--- src/rtl/music_seq_ctrl.sv ---
// music_seq_ctrl: request-driven song sequencer in front of the tone generator.
// Plays one of two song ROMs one note per slot, with stop, loop and a short
// beep that pre-empts a song and then replays the interrupted note.
// Every note is shown for a full slot. The displayed note changes two cycles
// into its slot because of the fetch/load latency. The end of a song or of a
// stand-alone beep is therefore also delayed two cycles ("drain"), so that the
// last note keeps its full length.
module music_seq_ctrl #(
  parameter int CLK_HZ     = 25000000,
  parameter int TICK_HZ    = 16,
  parameter int SONG0_LEN  = 516,
  parameter int SONG1_LEN  = 320,
  parameter int ADDR_W     = 10,
  parameter int NOTE_W     = 6,
  parameter int SILENCE    = 21,
  parameter int BEEP_NOTE  = 14,
  parameter int BEEP_SLOTS = 2
) (
  input  logic              IN_clk,
  input  logic              IN_rst,
  input  logic [1:0]        IN_play,
  input  logic              IN_beep,
  input  logic              IN_stop,
  input  logic              IN_loop,
  output logic              OUT_rom_sel,
  output logic [ADDR_W-1:0] OUT_rom_addr,
  input  logic [NOTE_W-1:0] IN_rom_data,
  output logic [NOTE_W-1:0] OUT_note,
  output logic              OUT_busy,
  output logic              OUT_done
);

  localparam int SLOT   = CLK_HZ / TICK_HZ;
  localparam int SLOT_W = (SLOT > 1) ? $clog2(SLOT) : 1;
  localparam int BCNT_W = (BEEP_SLOTS > 1) ? $clog2(BEEP_SLOTS) : 1;

  localparam logic [SLOT_W-1:0] SLOT_LAST = SLOT_W'(SLOT - 1);
  localparam logic [SLOT_W-1:0] SLOT_ONE  = SLOT_W'(1);
  localparam logic [BCNT_W-1:0] BEEP_LAST = BCNT_W'(BEEP_SLOTS - 1);
  localparam logic [ADDR_W-1:0] LAST0     = ADDR_W'(SONG0_LEN - 1);
  localparam logic [ADDR_W-1:0] LAST1     = ADDR_W'(SONG1_LEN - 1);
  localparam logic [NOTE_W-1:0] NOTE_SIL  = NOTE_W'(SILENCE);
  localparam logic [NOTE_W-1:0] NOTE_BEEP = NOTE_W'(BEEP_NOTE);

  typedef enum logic [2:0] {S_IDLE, S_FETCH, S_LOAD, S_HOLD, S_BEEP} state_t;

  state_t              state_q, state_d;
  logic [SLOT_W-1:0]   slot_q, slot_d;
  logic [BCNT_W-1:0]   bcnt_q, bcnt_d;
  logic                sel_q, sel_d;
  logic [ADDR_W-1:0]   addr_q, addr_d;
  logic [NOTE_W-1:0]   note_q, note_d;
  logic                done_q, done_d;
  logic                saved_q, saved_d;   // sel_q/addr_q hold a song to resume after the beep
  logic                drain_q, drain_d;   // last slot finished, waiting out the 2-cycle tail

  logic                slot_end;
  logic                song_act;
  logic [ADDR_W-1:0]   last_addr;

  assign slot_end  = (slot_q == SLOT_LAST);
  assign song_act  = (state_q == S_FETCH) || (state_q == S_LOAD) || (state_q == S_HOLD);
  assign last_addr = sel_q ? LAST1 : LAST0;

  // State and datapath registers; reset returns everything to idle silence.
  always_ff @(posedge IN_clk) begin
    if (IN_rst) begin
      state_q <= S_IDLE;
      slot_q  <= '0;
      bcnt_q  <= '0;
      sel_q   <= 1'b0;
      addr_q  <= '0;
      note_q  <= NOTE_SIL;
      done_q  <= 1'b0;
      saved_q <= 1'b0;
      drain_q <= 1'b0;
    end else begin
      state_q <= state_d;
      slot_q  <= slot_d;
      bcnt_q  <= bcnt_d;
      sel_q   <= sel_d;
      addr_q  <= addr_d;
      note_q  <= note_d;
      done_q  <= done_d;
      saved_q <= saved_d;
      drain_q <= drain_d;
    end
  end

  // Next-state logic: requests in priority order stop > beep > play, then sequencing.
  always_comb begin
    state_d = state_q;
    slot_d  = slot_end ? '0 : slot_q + SLOT_ONE;
    bcnt_d  = bcnt_q;
    sel_d   = sel_q;
    addr_d  = addr_q;
    note_d  = note_q;
    done_d  = 1'b0;
    saved_d = saved_q;
    drain_d = drain_q;

    if (IN_stop && (state_q != S_IDLE)) begin
      state_d = S_IDLE;
      note_d  = NOTE_SIL;
      addr_d  = '0;
      saved_d = 1'b0;
      drain_d = 1'b0;
      done_d  = song_act | saved_q;
    end else if (IN_beep) begin
      state_d = S_BEEP;
      slot_d  = '0;
      bcnt_d  = '0;
      drain_d = 1'b0;
      // A song already draining its final note has nothing left to resume.
      if (song_act) saved_d = ~drain_q;
    end else if (|IN_play) begin
      sel_d  = IN_play[1];
      addr_d = '0;
      if (state_q == S_BEEP) begin
        saved_d = 1'b1;
      end else begin
        state_d = S_FETCH;
        slot_d  = '0;
        drain_d = 1'b0;
      end
    end else begin
      case (state_q)
        S_IDLE: ;
        S_FETCH: state_d = S_LOAD;
        S_LOAD: begin
          note_d  = IN_rom_data;
          state_d = S_HOLD;
        end
        S_HOLD: begin
          if (drain_q) begin
            if (slot_q == SLOT_ONE) begin
              state_d = S_IDLE;
              note_d  = NOTE_SIL;
              addr_d  = '0;
              done_d  = 1'b1;
              drain_d = 1'b0;
            end
          end else if (slot_end) begin
            if (addr_q == last_addr) begin
              if (IN_loop) begin
                addr_d  = '0;
                state_d = S_FETCH;
              end else begin
                drain_d = 1'b1;
              end
            end else begin
              addr_d  = addr_q + ADDR_W'(1);
              state_d = S_FETCH;
            end
          end
        end
        S_BEEP: begin
          // Beep tone appears at the same point in the slot as a fetched note.
          if ((bcnt_q == '0) && (slot_q == SLOT_ONE) && !drain_q) note_d = NOTE_BEEP;
          if (drain_q) begin
            if (slot_q == SLOT_ONE) begin
              drain_d = 1'b0;
              if (saved_q) begin
                state_d = S_FETCH;
                saved_d = 1'b0;
              end else begin
                state_d = S_IDLE;
                note_d  = NOTE_SIL;
              end
            end
          end else if (slot_end) begin
            if (bcnt_q == BEEP_LAST) begin
              if (saved_q) begin
                state_d = S_FETCH;
                saved_d = 1'b0;
              end else begin
                drain_d = 1'b1;
              end
            end else begin
              bcnt_d = bcnt_q + BCNT_W'(1);
            end
          end
        end
        default: state_d = S_IDLE;
      endcase
    end
  end

  assign OUT_rom_sel  = sel_q;
  assign OUT_rom_addr = addr_q;
  assign OUT_note     = note_q;
  assign OUT_busy     = (state_q != S_IDLE);
  assign OUT_done     = done_q;

endmodule

--- config.mk ---
export PLATFORM = sky130hd
export DESIGN_NAME = music_seq_ctrl
export DESIGN_NICKNAME = d
export VERILOG_FILES = /design/src/rtl/music_seq_ctrl.sv
export SDC_FILE = /design/constraint.sdc
export NUM_CORES = 1
export LEC_CHECK = 0
export CAP_MARGIN = 20
export CORE_UTILIZATION = 55
export DETAILED_ROUTE_END_ITERATION = 10
export PLACE_DENSITY = 0.87
export SLEW_MARGIN = 20
export SYNTH_ARGS = -nofsm -noshare
export SYNTH_HDL_FRONTEND = slang
export SYNTH_SLANG_ARGS = --single-unit
--- constraint.sdc ---
create_clock -name IN_clk -period 2.5 [get_ports IN_clk]
set_input_delay 0.25 -clock IN_clk [delete_from_list [all_inputs] [get_ports IN_clk]]
set_output_delay 0.25 -clock IN_clk [all_outputs]
set_load 0.005 [all_outputs]
==> impl_metrics.csv <==
group,metric,value,unit
min_path,timing.hold.worst.class,"reg -> reg",
synth,synth_area_per_cell,7.75,sq um
floorplanning,die_h,69.5,um
setup_path,crit_fanout,9,
clock_network,tritoncts_clock_tree,"built",
sta,clock-skew-final,14.6,ps
clock_network,post_cts.repair.setup_buffers,0,
sta,final_hold_fails,0,
final_layout,antenna-diode-count,0,
sta,fin_worst_hold_slack,459,ps
synth,synth_top_family_by_area,"simple AND/OR/NAND/NOR gates",
drt,route.vias.total,2544,
floorplanning,io_pins,32,
setup_path,worst-endpoint-arrival,2580,ps
floorplanning,initial_utilization,0.575,
grt,grt_first_pass_wirelength,10500,um
sta,fmax,426,MHz
min_path,min_path_cells,2,
synth,synth-compound-area-share,0.168,
sta,share_of_the_cycle_needed_by_the_critical_path_after_routing,0.939,
clock_network,worstSkewPairLatency,300,ps
setup_path,crit-reg2reg-capture,"OUT_rom_addr[3]",
drt,wl_per_cell,14.7,um
setup_path,type_of_origin_of_the_critical_path,"register",
synth,yosys.area_share.xor_xnor,0.0700,
clock_network,cts_root_buffer,"clkbuf_8",
synth,post_synth_instance_area,0.00250,sq mm
synth,ys_async_sr_fraction,0,
floorplanning,core_area,0.00435,sq mm
synth,synth_edf_count,0,
setup_path,crit-reg2reg-launch,"slot_q[6]",
min_path,hold_path_end,"OUT_note[5]",
placed_design,routabilityCongestion,1.07,
final_layout,syn_to_final_growth,21.9,%
grt,grt_antenna_before_repair,0,
floorplanning,rows,24,
sta,unrepaired_setup_endpoints_after_global_routing,"no",
synth,yosys_most_used_dff,"dfxtp_1",
sta,setup_tns,0,ps
clock_network,cts_buffers,5,
pwr,power-per-cell-area,444,mW/mm^2
synth,yosys-mux-area-fraction,0.00400,
clock_network,clock_tree.htree_level_count,2,
synth,ys.warnings.count,0,
synth,netlist_instances,323,
drt,detail_route.iter0.violations,285,
clock_network,clock_path_buffers,2,
final_layout,final_area,0.00305,sq mm
grt,grt_total_ovfl,0,
clock_network,cts.reportedPaths.clkPinSlew,90,ps
setup_path,reg2reg_depth,6,
placed_design,io_buffer_count,31,
drt,vias_per_cell,6.07,
synth,synth-adder-area-share,0.0150,
placed_design,place.detailed.hpwl,4570,um
drt,detail_route.wirelength,6170,um
drt,drc,0,
sta,worst_pin_slew,547,ps
synth,yosysSeqAreaShare,0.360,
setup_path,timing.setup.critical_path_class,"reg -> reg",
drt,firstDrtPassIters,5,
placed_design,postPlaceCellArea,0.00296,sq mm
final_layout,finish.net_count,382,
final_layout,layout-drive-gt1-share,0.123,
placed_design,post-place-ws,45.5,ps
pwr,cellLeakagePower,1.13,nW
drt,antenna_violating_nets_post_route,0,
sta,timing.final.setup_violations,0,
pwr,vdd.ir_drop.worst,0.364,mV
floorplanning,die_area,0.00483,sq mm
sta,setup_slack,151,ps
grt,first_global_vias,2314,
synth,synth_net_count,339,
grt,grt_usage,0.261,
sta,max-slew-margin-rel,0.635,
setup_path,timing.reg2reg.setup_slack,150,ps
job,max_cap_viol_count,0,
synth,synth_simple_gate_area_frac,0.347,
synth,yosys_register_bits,45,
clock_network,clock_sinks,45,
setup_path,critPathCaptureType,"register",
sta,timing_max_transition_violations_final,0,
final_layout,fill_cells,360,
setup_path,critPathRequiredTime,2730,ps
min_path,worst_hold_startpoint,"OUT_note[5]",
status,status,"finished, final reports clean",
grt,maximum_number_of_pins_on_one_net_before_global_route_repair,22,
synth,netlist-cell-type-count,53,
floorplanning,die_x,69.5,um
sta,period_needed,2350,ps
-- critical path, stage by stage (launching register included) --
cell	delay (ps)
dfxtp_1	360
or4_4	590
nor3_2	230
a32oi_1	70
or4_4	580
or3_1	360
o21ai_1	80
-- placed cells by master (no fill, tap or decap), drive strengths merged, types with 10 or more instances in the layout --
cell type	synthesis	routed
nor2	47	47
dfxtp	45	45
nand2	33	33
clkdlybuf4s50	0	31
buf	5	20
a21oi	19	19
o21ai	17	17
nand3	16	16
and3	14	14
xnor2	11	11
nor3	10	10
-- final cells by class --
type | count | area, sq um | share of cell area
inverter | 6 | 22.5 | 0.00738
tap | 52 | 65.1 | 0.0213
sequential | 45 | 901 | 0.295
clock inverter | 3 | 17.5 | 0.00574
clock buffer | 5 | 68.8 | 0.0226
timing repair buffer | 51 | 460 | 0.151
multi-input combinational | 257 | 1520 | 0.497
-- through the flow --
| stage | cells | util | power [W] |
|---|---|---|---|
| finish | 419 | 0.701 | 0.00135 |
| global route | 419 | 0.701 | 0.00140 |
| CTS | 419 | 0.700 | 0.00136 |
| detailed placement | 411 | 0.680 | 0.000923 |
| global placement | 411 | 0.680 | 0.000922 |
| floorplan | 323 | - | 0.000848 |
-- report_power, final --
| group | switching [W] | total [W] | internal, W |
|---|---|---|---|
| registers | 0.0000123 | 0.000736 | 0.000724 |
| clock network | 0.000250 | 0.000443 | 0.000193 |
| logic | 0.0000922 | 0.000175 | 0.0000827 |
-- worst max-delay path by stage --
stage	from	end	slack [ps]
4_1_cts	slot_q[6]	OUT_rom_addr[3]	30
2_1_floorplan	slot_q[6]	OUT_rom_addr[3]	220
6_report	slot_q[6]	OUT_rom_addr[3]	150
5_1_grt	slot_q[0]	OUT_note[4]	7
3_5_place_dp	slot_q[6]	OUT_rom_addr[3]	50
3_3_place_gp	slot_q[6]	OUT_rom_addr[6]	120
-- synth_stat cells, drive strengths merged, types with 3 or more instances --
library cell   n  area (sq um)
nor2          47           184
dfxtp         45           901
nand2         33           124
a21oi         19          95.1
o21ai         17          85.1
nand3         16          80.1
and3          14          91.3
xnor2         11          96.3
clkbuf        10          37.5
nor3          10          55.1
xor2           9          78.8
or3            8          50.1
a211o          7          61.3
inv            6          22.5
a31oi          5          31.3
and2           5          32.5
buf            5          30.0
nand4          5          31.3
or2            5          31.3
a211oi         4          30.0
nor4           4          25.0
ha             3          37.5
nor3b          3          22.5
o22ai          3          18.8
or4            3          30.0
-- registers in the layout, summed over array words and instances (netlist names), 3 cells and up --
| register | count |
|---|---|
| slot_q | 21 |
| OUT_note | 6 |
| OUT_rom_addr | 10 |
| state_q | 3 |
-- kinds of logic (layout without fill, tap and decap cells) --
| kind of cell | after synthesis | in the layout |
|---|---|---|
| and+or+nand+nor | 166 | 166 |
| AOI/OAI and AO/OA | 67 | 67 |
| DFF | 45 | 45 |
| buffers and inverters | 21 | 65 |
| xor gates and xnor gates | 20 | 20 |
| adders and majority gates | 3 | 3 |
| muxes | 1 | 1 |
-- routing by layer --
layer,part of all wire,global-route usage
met1,0.43,0.346
met4,0.024,0.0816
met5,0,0
met2,0.48,0.427
met3,0.067,0.0494
-- what timing repair did --
action / in CTS / in global routing
resized for setup: 0 / 1
hold buffers: 0 / 0
setup endpoints to repair: 0 / 4
Power figures use the tool's default switching activity.
